`src/rtl/fft_r22sdf_bfii_pkg.sv`:
```
// Shared sizing helpers for the R2^2 SDF stage blocks (BFI, BFII, twiddle).
package fft_r22sdf_bfii_pkg;

  localparam int unsigned DefDw = 24;

  function automatic int unsigned clog2(input int unsigned v);
    int unsigned r;
    r = 0;
    while ((32'd1 << r) < v) r++;
    return r;
  endfunction

  // Stage counter spans one 4L block.
  function automatic int unsigned ctr_width(input int unsigned fsr_len);
    return clog2(fsr_len) + 2;
  endfunction

endpackage

```
`src/rtl/fft_r22sdf_ctr.sv`:
```
// Valid-gated stage sample counter with start resync; decodes the BFII s/t controls.
module fft_r22sdf_ctr
  import fft_r22sdf_bfii_pkg::*;
#(
  parameter int unsigned FSR_LEN = 1
) (
  input  logic clk_i,
  input  logic rst_n_i,
  input  logic valid_i,
  input  logic start_i,
  output logic s_o,
  output logic t_o
);

  localparam int unsigned CW = ctr_width(FSR_LEN);

  logic [CW-1:0] r_c;
  logic [CW-1:0] w_c_cur;

  // A start sample is index 0 regardless of where the count was.
  always_comb begin
    w_c_cur = start_i ? '0 : r_c;
    s_o     = w_c_cur[CW-2];
    t_o     = w_c_cur[CW-1] & w_c_cur[CW-2];
  end

  always_ff @(posedge clk_i or negedge rst_n_i) begin
    if (!rst_n_i) begin
      r_c <= '0;
    end else if (valid_i) begin
      r_c <= w_c_cur + CW'(1);
    end
  end

endmodule

```
`src/rtl/fft_r22sdf_bfii.sv`:
```
// Radix-2^2 SDF butterfly type II: trivial -j rotation plus radix-2 butterfly over an
// L-deep feedback shift register, registered output.
module fft_r22sdf_bfii
  import fft_r22sdf_bfii_pkg::*;
#(
  parameter int unsigned DW      = DefDw,
  parameter int unsigned FSR_LEN = 1
) (
  input  logic          clk_i,
  input  logic          rst_n_i,
  input  logic          valid_i,
  input  logic          start_i,
  input  logic [DW-1:0] x_re_i,
  input  logic [DW-1:0] x_im_i,
  output logic          valid_o,
  output logic [DW-1:0] z_re_o,
  output logic [DW-1:0] z_im_o
);

  localparam int unsigned PW = clog2(FSR_LEN) + 1;

  logic          w_s;
  logic          w_t;
  logic [DW-1:0] w_xr, w_xi;
  logic [DW-1:0] w_f_re, w_f_im;
  logic [DW-1:0] w_y_re, w_y_im;
  logic [DW-1:0] w_fin_re, w_fin_im;

  logic [DW-1:0] r_fsr_re [FSR_LEN];
  logic [DW-1:0] r_fsr_im [FSR_LEN];
  logic [DW-1:0] r_z_re, r_z_im;
  logic          r_valid;
  logic          r_primed;
  logic [PW-1:0] r_pcnt;

  fft_r22sdf_ctr #(
    .FSR_LEN (FSR_LEN)
  ) u_ctr (
    .clk_i   (clk_i),
    .rst_n_i (rst_n_i),
    .valid_i (valid_i),
    .start_i (start_i),
    .s_o     (w_s),
    .t_o     (w_t)
  );

  // All sums are plain DW-bit wraparound; upstream scaling keeps them in range.
  always_comb begin
    w_xr     = w_t ? x_im_i : x_re_i;
    w_xi     = w_t ? (-x_re_i) : x_im_i;
    w_f_re   = r_fsr_re[FSR_LEN-1];
    w_f_im   = r_fsr_im[FSR_LEN-1];
    w_y_re   = w_s ? (w_f_re + w_xr) : w_f_re;
    w_y_im   = w_s ? (w_f_im + w_xi) : w_f_im;
    w_fin_re = w_s ? (w_f_re - w_xr) : w_xr;
    w_fin_im = w_s ? (w_f_im - w_xi) : w_xi;
  end

  always_ff @(posedge clk_i or negedge rst_n_i) begin
    if (!rst_n_i) begin
      for (int i = 0; i < int'(FSR_LEN); i++) begin
        r_fsr_re[i] <= '0;
        r_fsr_im[i] <= '0;
      end
      r_z_re <= '0;
      r_z_im <= '0;
    end else if (valid_i) begin
      r_fsr_re[0] <= w_fin_re;
      r_fsr_im[0] <= w_fin_im;
      for (int i = 1; i < int'(FSR_LEN); i++) begin
        r_fsr_re[i] <= r_fsr_re[i-1];
        r_fsr_im[i] <= r_fsr_im[i-1];
      end
      r_z_re <= w_y_re;
      r_z_im <= w_y_im;
    end
  end

  // The first L outputs only flush the empty FSR, so they are never flagged valid.
  always_ff @(posedge clk_i or negedge rst_n_i) begin
    if (!rst_n_i) begin
      r_valid  <= 1'b0;
      r_primed <= 1'b0;
      r_pcnt   <= '0;
    end else begin
      r_valid <= valid_i & r_primed;
      if (valid_i && !r_primed) begin
        if (r_pcnt == PW'(FSR_LEN - 1)) begin
          r_primed <= 1'b1;
        end else begin
          r_pcnt <= r_pcnt + PW'(1);
        end
      end
    end
  end

  assign valid_o = r_valid;
  assign z_re_o  = r_z_re;
  assign z_im_o  = r_z_im;

endmodule

```
`config.mk`:
```
export PLATFORM = sky130hd
export DESIGN_NAME = fft_r22sdf_bfii
export DESIGN_NICKNAME = d
export VERILOG_FILES = /design/src/rtl/fft_r22sdf_bfii_pkg.sv /design/src/rtl/fft_r22sdf_ctr.sv /design/src/rtl/fft_r22sdf_bfii.sv
export SDC_FILE = /design/constraint.sdc
export NUM_CORES = 1
export LEC_CHECK = 0
export ABC_AREA = 1
export CAP_MARGIN = 30
export CORE_ASPECT_RATIO = 0.5
export CORE_UTILIZATION = 54
export CTS_CLUSTER_SIZE = 12
export DETAILED_ROUTE_END_ITERATION = 6
export GPL_TIMING_DRIVEN = 0
export PLACE_DENSITY = 0.79
export SYNTH_ARGS = -nofsm -noshare
export SYNTH_HDL_FRONTEND = slang
export SYNTH_SLANG_ARGS = --single-unit
```
`constraint.sdc`:
```
create_clock -name clk_i -period 3.3 [get_ports clk_i]
set_clock_uncertainty 0.15 [all_clocks]
set_input_delay 0.495 -clock clk_i [delete_from_list [all_inputs] [get_ports clk_i]]
set_output_delay 0.495 -clock clk_i [all_outputs]
set_load 0.01 [all_outputs]
```
# Word level (Yosys, flattened, before mapping)
# Cells that the tools add are included.
# totals
ff_bits,101
inputBits,52
out_inout_bits,49
# classes
addsub,7
muxes,8
bitwise_logic,3
n_reduce_logical,3
# op_table
cell,count
$mux 24,6
$add 24x24->24,2
$sub 24x24->24,2
$neg 24->24,1
$add 2x1->2 const B,1
$and 1x1->1,2
$mux 2,1
$reduce_and 2->1,1
$add 1x1->1 const B,1
$logic_and 1x1->1,1
$logic_not 1->1,1
$mux 1,1
$not 1->1,1

# Depth between registers and ports, before layout
# Gate-level depths: netlist of the first run.
# logic_depth
ltp_word,5
depth_mapped,26

# By module
# Synthesis of the first run repeated with hierarchy kept, for this count alone.
# hier_totals
hier_cells,1898
hier_area_um2,11638.7
# by_module_without_submodules
mod,instances,cells_each,area_per_inst_um2,seq_area_each_um2
fft_r22sdf_bfii,1,1881,11527.3,2452.4
fft_r22sdf_ctr,1,17,111.4,50.0

# Worst setup path before layout of the first run
# No wires, ideal clock.
# synth_path
path_type,in2reg
start,in start_i
end,reg r_z_re[22] (netlist: z_re_o[22])
setup_ns,0.118
arrival_ns,3.001
required_time_ns,3.032
setup_slack_ns,0.031
stages,20
path_buffers,2
path_cell_list,nor2_2 ha_1 buf_2 clkbuf_1 nand2_1 o21ai_0 ha_1 inv_1 fa_1 nand3b_1 nand2_1 nand2_1 nand2_1 nand3_1 nand2_1 nand3b_1 nand2_1 nand2_1 nand3_1 nand2_1
# synth_via
elab_chain_len,5
# synth_lines
item,line_no,text
start: declaration,fft_r22sdf_bfii.sv:12,"input logic start_i,"
$mux 2 (*),fft_r22sdf_ctr.sv:22,w_c_cur = start_i ? '0 : r_c;
$and 1x1->1,fft_r22sdf_ctr.sv:24,t_o = w_c_cur[CW-1] & w_c_cur[CW-2];
$mux 24,fft_r22sdf_bfii.sv:49,w_xr = w_t ? x_im_i : x_re_i;
$add 24x24->24,fft_r22sdf_bfii.sv:53,w_y_re = w_s ? (w_f_re + w_xr) : w_f_re;
$mux 24 (*),fft_r22sdf_bfii.sv:53,
end signal: assignment,fft_r22sdf_bfii.sv:74,r_z_re <= w_y_re;
end: declaration,fft_r22sdf_bfii.sv:31,"logic [DW-1:0] r_z_re, r_z_im;"
# Mark *: on every way between the ends. The rest lies on a longest branch, timed or not.
# A chain may end at the register's enable or synchronous reset.

# Worst setup path in the final report of the first run
# layout_path
start,in x_re_i[3]
end,reg r_z_im[13] (netlist: z_im_o[13])
# layout_via
elab_chain_len,4
# layout_lines
item,line_no,text
start: declaration,fft_r22sdf_bfii.sv:13,"input logic [DW-1:0] x_re_i,"
$neg 24->24,fft_r22sdf_bfii.sv:50,w_xi = w_t ? (-x_re_i) : x_im_i;
$mux 24,fft_r22sdf_bfii.sv:50,
$add 24x24->24,fft_r22sdf_bfii.sv:54,w_y_im = w_s ? (w_f_im + w_xi) : w_f_im;
$mux 24,fft_r22sdf_bfii.sv:54,
end signal: assignment,fft_r22sdf_bfii.sv:75,r_z_im <= w_y_im;
end: declaration,fft_r22sdf_bfii.sv:31,
# Every way passes these cells.

==> results.yml, run 1 <==
logic_synthesis:
  synthAdderAreaFrac_pct: 12.6
  yosysUniqueCellTypes: 50
  ys_top_cells_by_area: "dfrtp_1 (22%), nand2_1 (15%), ha_1 (12%)"
  yosysMostFrequentCell: "nand2_1"
  seq_area_frac_synth_pct: 22.3
  synth_top_family_by_area: "simple AND/OR/NAND/NOR gates"
  synth_nets: 1932
  syn_area_um2: 11200
  synth_ff_type: "dfrtp_1"
  syn_inst: 1769
  synth_async_sr_flop_share_pct: 100
  synth_xor_area_share_pct: 1.80
  yosysWarnings: 0
  synth_top_area_share_pct: 22.3
  synth-compound-area-share_pct: 19.4
  synth_edf_count: 0
  synth_commonest_cells: "nand2_1 (449), inv_1 (243), nor2_1 (168), nand3_1 (151), o21ai_0 (117)"
  syn_area_per_cell_um2: 6.34
  muxShareOfSynthArea_pct: 0
  ys_ff_latch: 100
  yosys.area.top_type: "dfrtp_1"
  synthSimpleGateAreaFrac_pct: 32.6
drt:
  first_iter_violations: 1640
  routed_wl_um: 45000
  vias_per_cell: 6.06
  wl_per_cell_um: 20.5
  ant_nets: 0
  drc: 0
  dr_total_vias: 13300
  firstDrtPassIters: 7
floorplan:
  die_area_um2: 21400
  row_count: 36
  die_h_um: 104
  core_um2: 19900
  die_w_um: 206
  pin_count: 101
  start_util_pct: 56.3
finish:
  n_antenna_cell: 0
  fin_nets: 2091
  stdcell_count: 2199
  utilization_pct: 71.8
  layout-drive-gt1-share_pct: 19.5
  synthToLayoutAreaGrowth_pct: 27.4
global_route:
  grt-busiest-layer: "met2"
  antenna_found_initial: 2
  grt.overflow.total: 0
  grt_pass1_wl_um: 67800
  grt_max_degree: 68
  grt_usage_pct: 41.8
  grt_util_met1_pct: 58.4
  use_met3_pct: 11.1
  grt_use_met2_pct: 62.6
  grt_pass1_vias: 12300
sta:
  fin_crit_sh_pct: 99.1
  slew_headroom_pct: 24.8
  fmax_mhz: 306
  fin_crit_ns: 3.27
  final-setup-viol-count: 0
  worst_slew_pin_slew_ns: 1.13
  rsz0062_at_grt: "true"
  hold_violations: 0
  drv_slew: 0
setup_path:
  critical_path.top_delay_family: "simple AND/OR/NAND/NOR gates"
  critPathKind: "input port to flop"
  timing.rr.end: "z_im_o[13]$_DFFE_PN0P_"
  critPathSlowestCell: "ha_1"
  arrival_ns: 3.38
  path_buf_inv: 5
  path_cells: "dlygate4sd2_1, nor2_2, buf_4, nand3b_1, nor2_4, xor2_1, nand2_1, o21ai_2, inv_1, ha_1, nand2_1, inv_1, nand3_1, o21ai_0, inv_1, nand2_1, a21oi_1, o21ai_0, nand3_1"
  critPathMaxStageDelay_ns: 0.39
  crit_path_max_fanout: 5
  ff2ff_path_depth: 18
  crit_required_ns: 3.41
  start_kind: "input port"
  endpoint_kind: "flop"
  regToRegStartpoint: "u_ctr.r_c[1]$_DFFE_PN0P_"
  r2r_slack_ns: 0.06
  crit_cells: 19
hold_path:
  whs_endpoint: "valid_o$_DFF_PN0_"
  hold_depth: 2
  min-delay-start: "r_primed$_DFFE_PN0P_"
  hold_class: "flop to flop"
pwr:
  vdd_drop_max_mv: 0.354
  power_density_nw_per_um2: 522
  leakage_nw: 6.89
clock_tree:
  h-tree-depth: 3
  clockBufferDepth: 2
  numCtsBuffers: 9
  cts_sinks: 100
  clkTransAtPathRegs_ns: 0.07
  cts_root_buf: "clkbuf_16"
  cts_tree: "yes"
  clock_latency_ns: 0.39
placed_design:
  place.gp.congestion: 0.995
  io_buffers: 99
  dp_cells: 2135
  dp_hpwl_um: 33400
outcome:
  status: "finished, final reports clean"
flow_run:
  maxCapViolations: 0
final cells by class:
class	count	area [µm²]
well taps	266	333
fillers	1680	5620
inverters	253	956
flip-flops and latches	100	2500
clock inverters	4	22.5
plain buffers	62	409
multi-input cells	1354	8410
repair buffers	148	1390
clock buffers	12	267
power breakdown:
part	internal, mW	switching (mW)	total [mW]	leakage (nW)
clock network	0.570	0.541	1.11	0.144
logic	1.71	2.86	4.57	5.51
registers	1.50	0.277	1.77	1.23
total	3.78	3.67	7.45	6.89
registers in the layout, summed over array words and instances, names as in the netlist:
name,count
r_fsr_im,24
r_fsr_re,24
r_primed,1
u_ctr.r_c,2
valid_o,1
z_im_o,24
z_re_o,24
cell families (layout without fill, tap and decap cells):
family	after synthesis	after routing
AND/OR/NAND/NOR	855	855
flip-flops	100	100
AO/OA/AOI/OAI	365	365
XOR/XNOR	23	23
buffers and inverters	315	479
adder cells (fa/ha/maj)	111	111
repair_timing:
action,4_1_cts,5_1_grt
gates cloned,1,0
endpoints found under the hold margin,33,0
resized for setup,183,180
setup buffers,22,22
hold buffers,1,0
setup endpoints to repair,86,68
pin swaps,40,68
through the flow:
step | setup TNS, ns | hold slack, ns | cell area [µm²] | setup WS (ns) | total power, mW
finish | 0 | 0.326 | 14300 | 0.0301 | 7.45
CTS | 0 | 0.322 | 13600 | 0.00436 | 6.95
global placement | -338.36 | 0.292 | 12500 | -2.53 | 5.50
detailed placement | -89.09 | 0.306 | 12600 | -1.38 | 5.53
floorplan | 0 | 0.0494 | 11200 | 0.0314 | 4.24
global route | -0.489 | 0.343 | 14300 | -0.112 | 7.89
tightest hold or removal path, stage by stage, from the launching register on:
cell and delay (ns):
dfrtp_1 0.35, nand2_1 0.05, inv_1 0.05
cells in the final DEF (no fill, tap or decap), types with 9 or more instances in the layout:
| cell type | Yosys | routed |
|---|---|---|
| o21ai_0 | 117 | 69 |
| nor2_1 | 168 | 127 |
| a22oi_1 | 18 | 18 |
| o21ai_1 | 18 | 37 |
| dlymetal6s2s_1 | 0 | 9 |
| clkbuf_16 | 0 | 10 |
| ha_1 | 107 | 88 |
| a21oi_2 | 3 | 24 |
| inv_1 | 243 | 220 |
| o21bai_1 | 10 | 10 |
| xor2_1 | 20 | 20 |
| inv_2 | 9 | 30 |
| ha_4 | 0 | 12 |
| o221ai_1 | 11 | 11 |
| a21oi_1 | 115 | 94 |
| nand3b_1 | 9 | 9 |
| nand2_1 | 449 | 407 |
| nor2_2 | 8 | 35 |
| dfrtp_1 | 100 | 100 |
| nand3_1 | 151 | 130 |
| buf_6 | 2 | 11 |
| o21ai_2 | 8 | 25 |
| clkdlybuf4s50_1 | 0 | 81 |
| nand4_1 | 23 | 23 |
| nor3_1 | 17 | 12 |
| buf_2 | 22 | 14 |
| clkbuf_1 | 23 | 18 |
| nand3_2 | 0 | 21 |
| o21ai_4 | 0 | 12 |
| buf_4 | 10 | 52 |
| nand2_2 | 8 | 43 |
| o211ai_1 | 30 | 30 |
| nor2_4 | 5 | 19 |
metal layers:
metal  vias to the layer above  share of wire [%]
met4                         2                3.0
met1                      6249                 42
met5                         -              0.031
met3                       131                 12
met2                       815                 43
li1                       6124                  -
how the worst max path moves through the flow:
stage / from / endpoint / slack (ns)
after detailed placement: start_i / z_re_o[18]$_DFFE_PN0P_ / -1.38
after floorplan: start_i / z_re_o[22]$_DFFE_PN0P_ / 0.03
final: x_re_i[3] / z_im_o[13]$_DFFE_PN0P_ / 0.03
after CTS: x_re_i[11] / z_im_o[23]$_DFFE_PN0P_ / 0.004
after global routing: x_re_i[0] / r_fsr_im[23]$_DFFE_PN0P_ / -0.11
after global placement: rst_n_i / z_im_o[16]$_DFFE_PN0P_ / -2.53
Power figures use the tool's default switching activity.
==> run 2: changes to the inputs <==
- CORE_UTILIZATION: 54 -> 25
- PLACE_DENSITY: 0.79 -> not set
==> run 2 against run 1 <==
  * The run now ends with design-rule violations left
  * Combinational power hardly changed
  * Non-clock buffer count is 9 higher
  * Final cell count is 15% higher
  * Global-route usage is 22 points lower
  * Fmax is 0.66% lower
  * Via count is 4.9% lower
  * Clock-buffer cell count is 3 lower
  * Total power is 1.2% higher
  * Utilization is 38 points lower
  * Critical endpoint is now z_im_o[21]$_DFFE_PN0P_
  * Largest cell class unchanged
  * Largest power group unchanged
  * Highest routed layer is now met4
==> results.yml, run 2 (synthesis gave the netlist of run 1 again) <==
hold_path:
  hold_class: "flop to flop"
floorplan:
  start_util_pct: 25.5
  die_w_um: 302
  pin_count: 101
  die_area_um2: 45800
  core_um2: 43900
  die_h_um: 152
  row_count: 54
drt:
  drc: 2
  wl_per_cell_um: 18.4
  vias_per_cell: 5.01
  routed_wl_um: 46600
  first_iter_violations: 964
  firstDrtPassIters: 7
  dr_total_vias: 12700
  ant_nets: 0
outcome:
  violations: "design-rule violations"
  status: "finished, violations left"
placed_design:
  place.gp.congestion: 0.963
  io_buffers: 99
  dp_hpwl_um: 36100
setup_path:
  critical_path.top_delay_family: "simple AND/OR/NAND/NOR gates"
  critPathMaxStageDelay_ns: 0.30
  crit_required_ns: 3.41
  crit_path_frequent_cell: "nand3_1"
  crit_path_max_fanout: 9
  path_cells: "dlygate4sd2_1, nor2_2, nand4_1, buf_4, buf_4, nor2_4, nand3_2, nand2_2, o22ai_2, ha_1, buf_6, nand2_2, inv_2, nand3_2, nor3_2, nand3_1, nand3_1, nand2_1, nand3_1, nand2_1"
  endpoint_kind: "flop"
  critPathSlowestCell: "dlygate4sd2_1"
  critPathKind: "input port to flop"
  arrival_ns: 3.40
  path_buf_inv: 5
  start_kind: "input port"
  r2r_slack_ns: 0.06
finish:
  utilization_pct: 33.9
  layout_commonest_cell: "nand2_1"
  multi_input_area_um2: 8510
  n_antenna_cell: 0
  fin_nets: 2100
  synthToLayoutAreaGrowth_pct: 32.8
  nFillCells: 4701
  ff_latch_area_um2: 2500
  layout-drive-gt1-share_pct: 20.5
  final_cell_mix: "nand2_1 (397), inv_1 (217), nor2_1 (132), nand3_1 (126), dfrtp_1 (100)"
sta:
  slew_headroom_pct: 26.2
  fmax_mhz: 304
  tns_ns: 0
  final-setup-viol-count: 0
  worst_slew_pin_slew_ns: 1.11
  hold_violations: 0
  fin_crit_ns: 3.29
  drv_slew: 0
  fin_crit_sh_pct: 99.7
  rsz0062_at_grt: "true"
pwr:
  power_density_nw_per_um2: 506
  leakage_nw: 6.90
  p_total_mw: 7.54
  vdd_drop_max_mv: 0.334
clock_tree:
  numCtsBuffers: 9
  h-tree-depth: 3
  cts_tree: "yes"
  clock_latency_ns: 0.37
  clkTransAtPathRegs_ns: 0.08
  cts_root_buf: "clkbuf_16"
  clockBufferDepth: 2
  cts_sinks: 100
flow_run:
  maxCapViolations: 0
global_route:
  grt_max_degree: 79
  grt.overflow.total: 0
  antenna_found_initial: 0
  grt_pass1_wl_um: 69200
  grt_usage_pct: 19.9
  grt_pass1_vias: 12200
==> run 2: cell count changes in the layout (fill, tap and decap cells not counted), sizes merged <==
cell / previous run / this run
buf: 84 / 98
bufinv: 0 / 1
clkinvlp: 2 / 4
dlygate4sd2: 3 / 9
clkdlybuf4s50: 81 / 82
dlymetal6s2s: 9 / 4
clkbuf: 44 / 34
==> run 2: layout make-up <==
class                           instances  share of cell area [%]
Multi-Input combinational cell       1354                    57.1
Sequential cell                       100                    16.8
Timing Repair Buffer                  157                    9.97
Inverter                              253                    6.44
Tap cell                              588                    4.94
Buffer                                 62                    2.73
Clock buffer                            9                    1.51
Clock inverter                          7                   0.512
==> run 2: worst register-to-register path: stages (launching register included) <==
cell and delay (ns):
dfrtp_1 0.34, inv_2 0.05, nor2_4 0.11, ha_4 0.20
buf_8 0.14, clkinvlp_4 0.19, buf_4 0.19, buf_4 0.13
o21ai_1 0.16, o21ai_2 0.09, nand2_4 0.12, ha_4 0.23
nor2_2 0.13, inv_1 0.10, nor3_4 0.22, nand2_1 0.09
nor2_2 0.11, nor2_1 0.07, nand3b_1 0.16, nand3_1 0.07
nand2_1 0.07
==> run 2: layer usage <==
metal	up-vias	wire length [µm]	global-route usage (%)
met5	-	0	0
met4	0	1460	6.84
met3	84	2220	1.73
met2	374	22800	35.9
met1	6072	20100	24.9
li1	6134	-	-
==> run 2: where the power goes <==
part           internal (mW)  total (mW)  switching, mW  leakage, nW
Sequential              1.50        1.78          0.286         1.23
Combinational           1.76        4.60           2.84         5.53
Clock                  0.594        1.16          0.562        0.142
Total                   3.85        7.54           3.69         6.90
==> run 2: repair_timing <==
action	CTS	global route
pin swaps	45	61
buffers inserted	27	26
endpoints found under the hold margin	22	0
resized for setup	211	170
cloned	1	1
hold buffers	1	0
setup endpoints to repair	92	67
==> run 2: metrics by stage <==
stage,std cells,cell area (µm²),setup slack [ns],hold WS [ns]
final,2530,14900,0.00849,0.322
after global routing,2530,14900,-0.0894,0.331
after CTS,2503,14200,0.00809,0.319
after detailed placement,2458,13000,-1.57,0.222
after global placement,2456,12900,-2.82,0.288
after floorplan,1769,11200,0.0314,0.0494
==> run 2: worst paths after layout <==
kind                                          startpoint                       end  cells past startpoint
worst max register to register  u_ctr.r_c[0]$_DFFE_PN0P_  r_fsr_im[23]$_DFFE_PN0P_                     20
max in group asynchronous                        rst_n_i   r_fsr_re[7]$_DFFE_PN0P_                      3
worst max-delay path                           x_re_i[7]    z_im_o[21]$_DFFE_PN0P_                     20
min in group asynchronous                        rst_n_i    z_im_o[20]$_DFFE_PN0P_                      2
worst min-delay path                r_primed$_DFFE_PN0P_         valid_o$_DFF_PN0_                      2
worst min register to register      r_primed$_DFFE_PN0P_         valid_o$_DFF_PN0_                      2
==> run 3: changes to the inputs <==
- SYNTH_HIERARCHICAL: not set -> 1
==> run 3 against run 2 <==
  * The flow now finishes without violations
  * Global-route usage up 1.7 points
  * Die area up 3.7%
  * Final cell count up 7.8%
  * Critical path type is now flop to flop
  * Largest power group unchanged
  * Sequential share of layout area down 1.4 points
  * Synthesized cell count up 7.3%
==> results.yml, run 3 <==
outcome:
  status: "finished, final reports clean"
global_route:
  grt_usage_pct: 21.5
  grt_pass1_vias: 12900
  grt_pass1_wl_um: 77200
  grt_max_degree: 78
  antenna_found_initial: 1
  grt.overflow.total: 0
sta:
  fmax_mhz: 306
  fin_crit_sh_pct: 99.2
  rsz0062_at_grt: "true"
  drv_slew: 0
  slew_headroom_pct: 26.8
  hold_violations: 0
  final-setup-viol-count: 0
  worst_slew_pin_slew_ns: 1.10
  tns_ns: 0
  fin_crit_ns: 3.27
logic_synthesis:
  syn_inst: 1898
  yosysMostFrequentCell: "nand2_1"
  yosysWarnings: 6
  ys_ff_latch: 100
  yosysUniqueCellTypes: 47
  syn_area_um2: 11600
  yosys.area.top_type: "dfrtp_1"
  synth_edf_count: 0
  seq_area_frac_synth_pct: 21.5
  synth_async_sr_flop_share_pct: 100
  ys_top_cells_by_area: "dfrtp_1 (22%), nand2_1 (16%), ha_1 (11%)"
  synth_commonest_cells: "nand2_1 (503), inv_1 (223), nor2_1 (200), nand3_1 (157), a21oi_1 (144)"
  synth_nets: 2052
  syn_area_per_cell_um2: 6.13
  synth_ff_type: "dfrtp_1"
  synth_top_area_share_pct: 21.5
setup_path:
  start_kind: "flop"
  critPathSlowestCell: "dfrtp_1"
  crit_path_frequent_cell: "nand2_1"
  endpoint_kind: "flop"
  crit_required_ns: 3.44
  arrival_ns: 3.41
  path_cells: "nand2_2, nor2_4, buf_12, buf_4, buf_6, or2_2, o21ai_2, inv_2, ha_4, buf_8, inv_1, a21oi_2, buf_4, nor2_1, nor2_2, nor2_1, a211oi_2, nand2_1, nand2_1, nand3_1, nand2_1, nand2_1"
  crit_path_max_fanout: 8
  critPathKind: "flop to flop"
  regToRegStartpoint: "u_ctr/r_c[0]$_DFFE_PN0P_"
  worstSetupStartpoint: "u_ctr/r_c[0]$_DFFE_PN0P_"
  critPathMaxStageDelay_ns: 0.42
clock_tree:
  h-tree-depth: 3
  cts_root_buf: "clkbuf_16"
  clockBufferDepth: 2
  cts_tree: "yes"
  clock_latency_ns: 0.39
  cts_sinks: 100
  clkTransAtPathRegs_ns: 0.08
  numCtsBuffers: 9
drt:
  firstDrtPassIters: 5
  wl_met3_um: 2990
  routed_wl_um: 52200
  drc: 0
  wl_per_cell_um: 19.2
  wl_met1_um: 22000
  vias_per_cell: 5.03
  ant_nets: 0
  wl_met2_um: 25300
  highest_layer: "met4"
  dr_total_vias: 13700
  first_iter_violations: 1250
finish:
  layout_commonest_cell: "nand2_1"
  n_antenna_cell: 0
  fin_nets: 2249
  synthToLayoutAreaGrowth_pct: 39.4
  final_cell_mix: "nand2_1 (448), inv_1 (193), nor2_1 (143), nand3_1 (138), dfrtp_1 (100)"
  utilization_pct: 35.6
  layout-drive-gt1-share_pct: 26.4
  nFillCells: 4932
placed_design:
  io_buffers: 100
  place.gp.congestion: 0.986
  dp_hpwl_um: 39500
floorplan:
  pin_count: 101
  die_area_um2: 47500
  row_count: 55
  die_w_um: 307
  die_h_um: 155
  start_util_pct: 25.5
  core_um2: 45600
pwr:
  leakage_nw: 7.48
  power_density_nw_per_um2: 525
  vdd_drop_max_mv: 0.267
hold_path:
  min-delay-start: "r_primed$_DFFE_PN0P_"
  hold_class: "flop to flop"
flow_run:
  maxCapViolations: 0
## run 3: layout make-up
type	count	area (µm²)	share of cell area, %
Clock inverter	7	96.3	0.594
Multi-Input combinational cell	1469	9330	57.5
Sequential cell	100	2500	15.4
Clock buffer	9	225	1.39
Timing Repair Buffer	186	1730	10.7
Inverter	250	953	5.88
Tap cell	627	785	4.84
Buffer	79	604	3.73
## run 3: final timing paths
path                                            endpoint  slack [ns]  depth (start not counted)
worst min-delay path                   valid_o$_DFF_PN0_        0.32                          2
worst max register to register  r_fsr_im[20]$_DFFE_PN0P_        0.03                         22
min in group asynchronous         z_re_o[18]$_DFFE_PN0P_        0.38                          2
worst max-delay path            r_fsr_im[20]$_DFFE_PN0P_        0.03                         22
worst min register to register         valid_o$_DFF_PN0_        0.32                          2
max in group asynchronous          z_im_o[9]$_DFFE_PN0P_        1.91                          3
## run 3: metal layers
metal	track usage [%]	vias up
met2	37.2	525
met3	2.15	113
met1	27.8	6578
met4	8.05	0
li1	-	6501
met5	0	-
## run 3: per-stage QoR
step | worst slack [ns] | cells | hold WS (ns) | cell area [µm²] | power, mW
final | 0.0271 | 2727 | 0.319 | 16200 | 8.51
after detailed placement | -1.39 | 2628 | 0.225 | 13500 | 5.96
after global placement | -2.81 | 2625 | 0.295 | 13400 | 5.94
after CTS | -0.0175 | 2683 | 0.322 | 15100 | 7.84
after floorplan | 0.161 | 1898 | 0.0494 | 11600 | 4.52
after global routing | -0.0655 | 2727 | 0.343 | 16200 | 9.09
## run 3: power by group
group / internal (mW) / leakage, nW / total, mW / switching [mW]
registers: 1.47 / 1.19 / 1.71 / 0.238
clock network: 0.672 / 0.161 / 1.26 / 0.588
logic: 2.13 / 6.12 / 5.54 / 3.42
## run 3: timing repair
| action | in CTS | in global routing |
|---|---|---|
| gates resized for setup | 306 | 223 |
| hold buffers | 1 | 0 |
| endpoints found under the hold margin | 23 | 0 |
| pin swaps | 51 | 106 |
| setup buffers | 36 | 44 |
| setup endpoints to repair | 91 | 62 |
| cloned | 2 | 0 |
## run 3: critical path: cells and delay by family, from the launching register on
family | cells | cell delay [ns]
adders and majority gates | 1 | 0.27
buffers and inverters | 7 | 0.79
and+or+nand+nor | 11 | 1.02
DFF | 1 | 0.42
AOI/OAI and AO/OA | 3 | 0.51
## run 3: cells by family after synthesis
| logic type | after synthesis | share of synthesized area [%] |
|---|---|---|
| flip-flops | 100 | 21.5 |
| buffers and inverters | 329 | 11.5 |
| adder cells (fa/ha/maj) | 102 | 11.2 |
| AND/OR/NAND/NOR | 947 | 34.6 |
| AO/OA/AOI/OAI | 385 | 18.6 |
| XOR/XNOR | 35 | 2.63 |
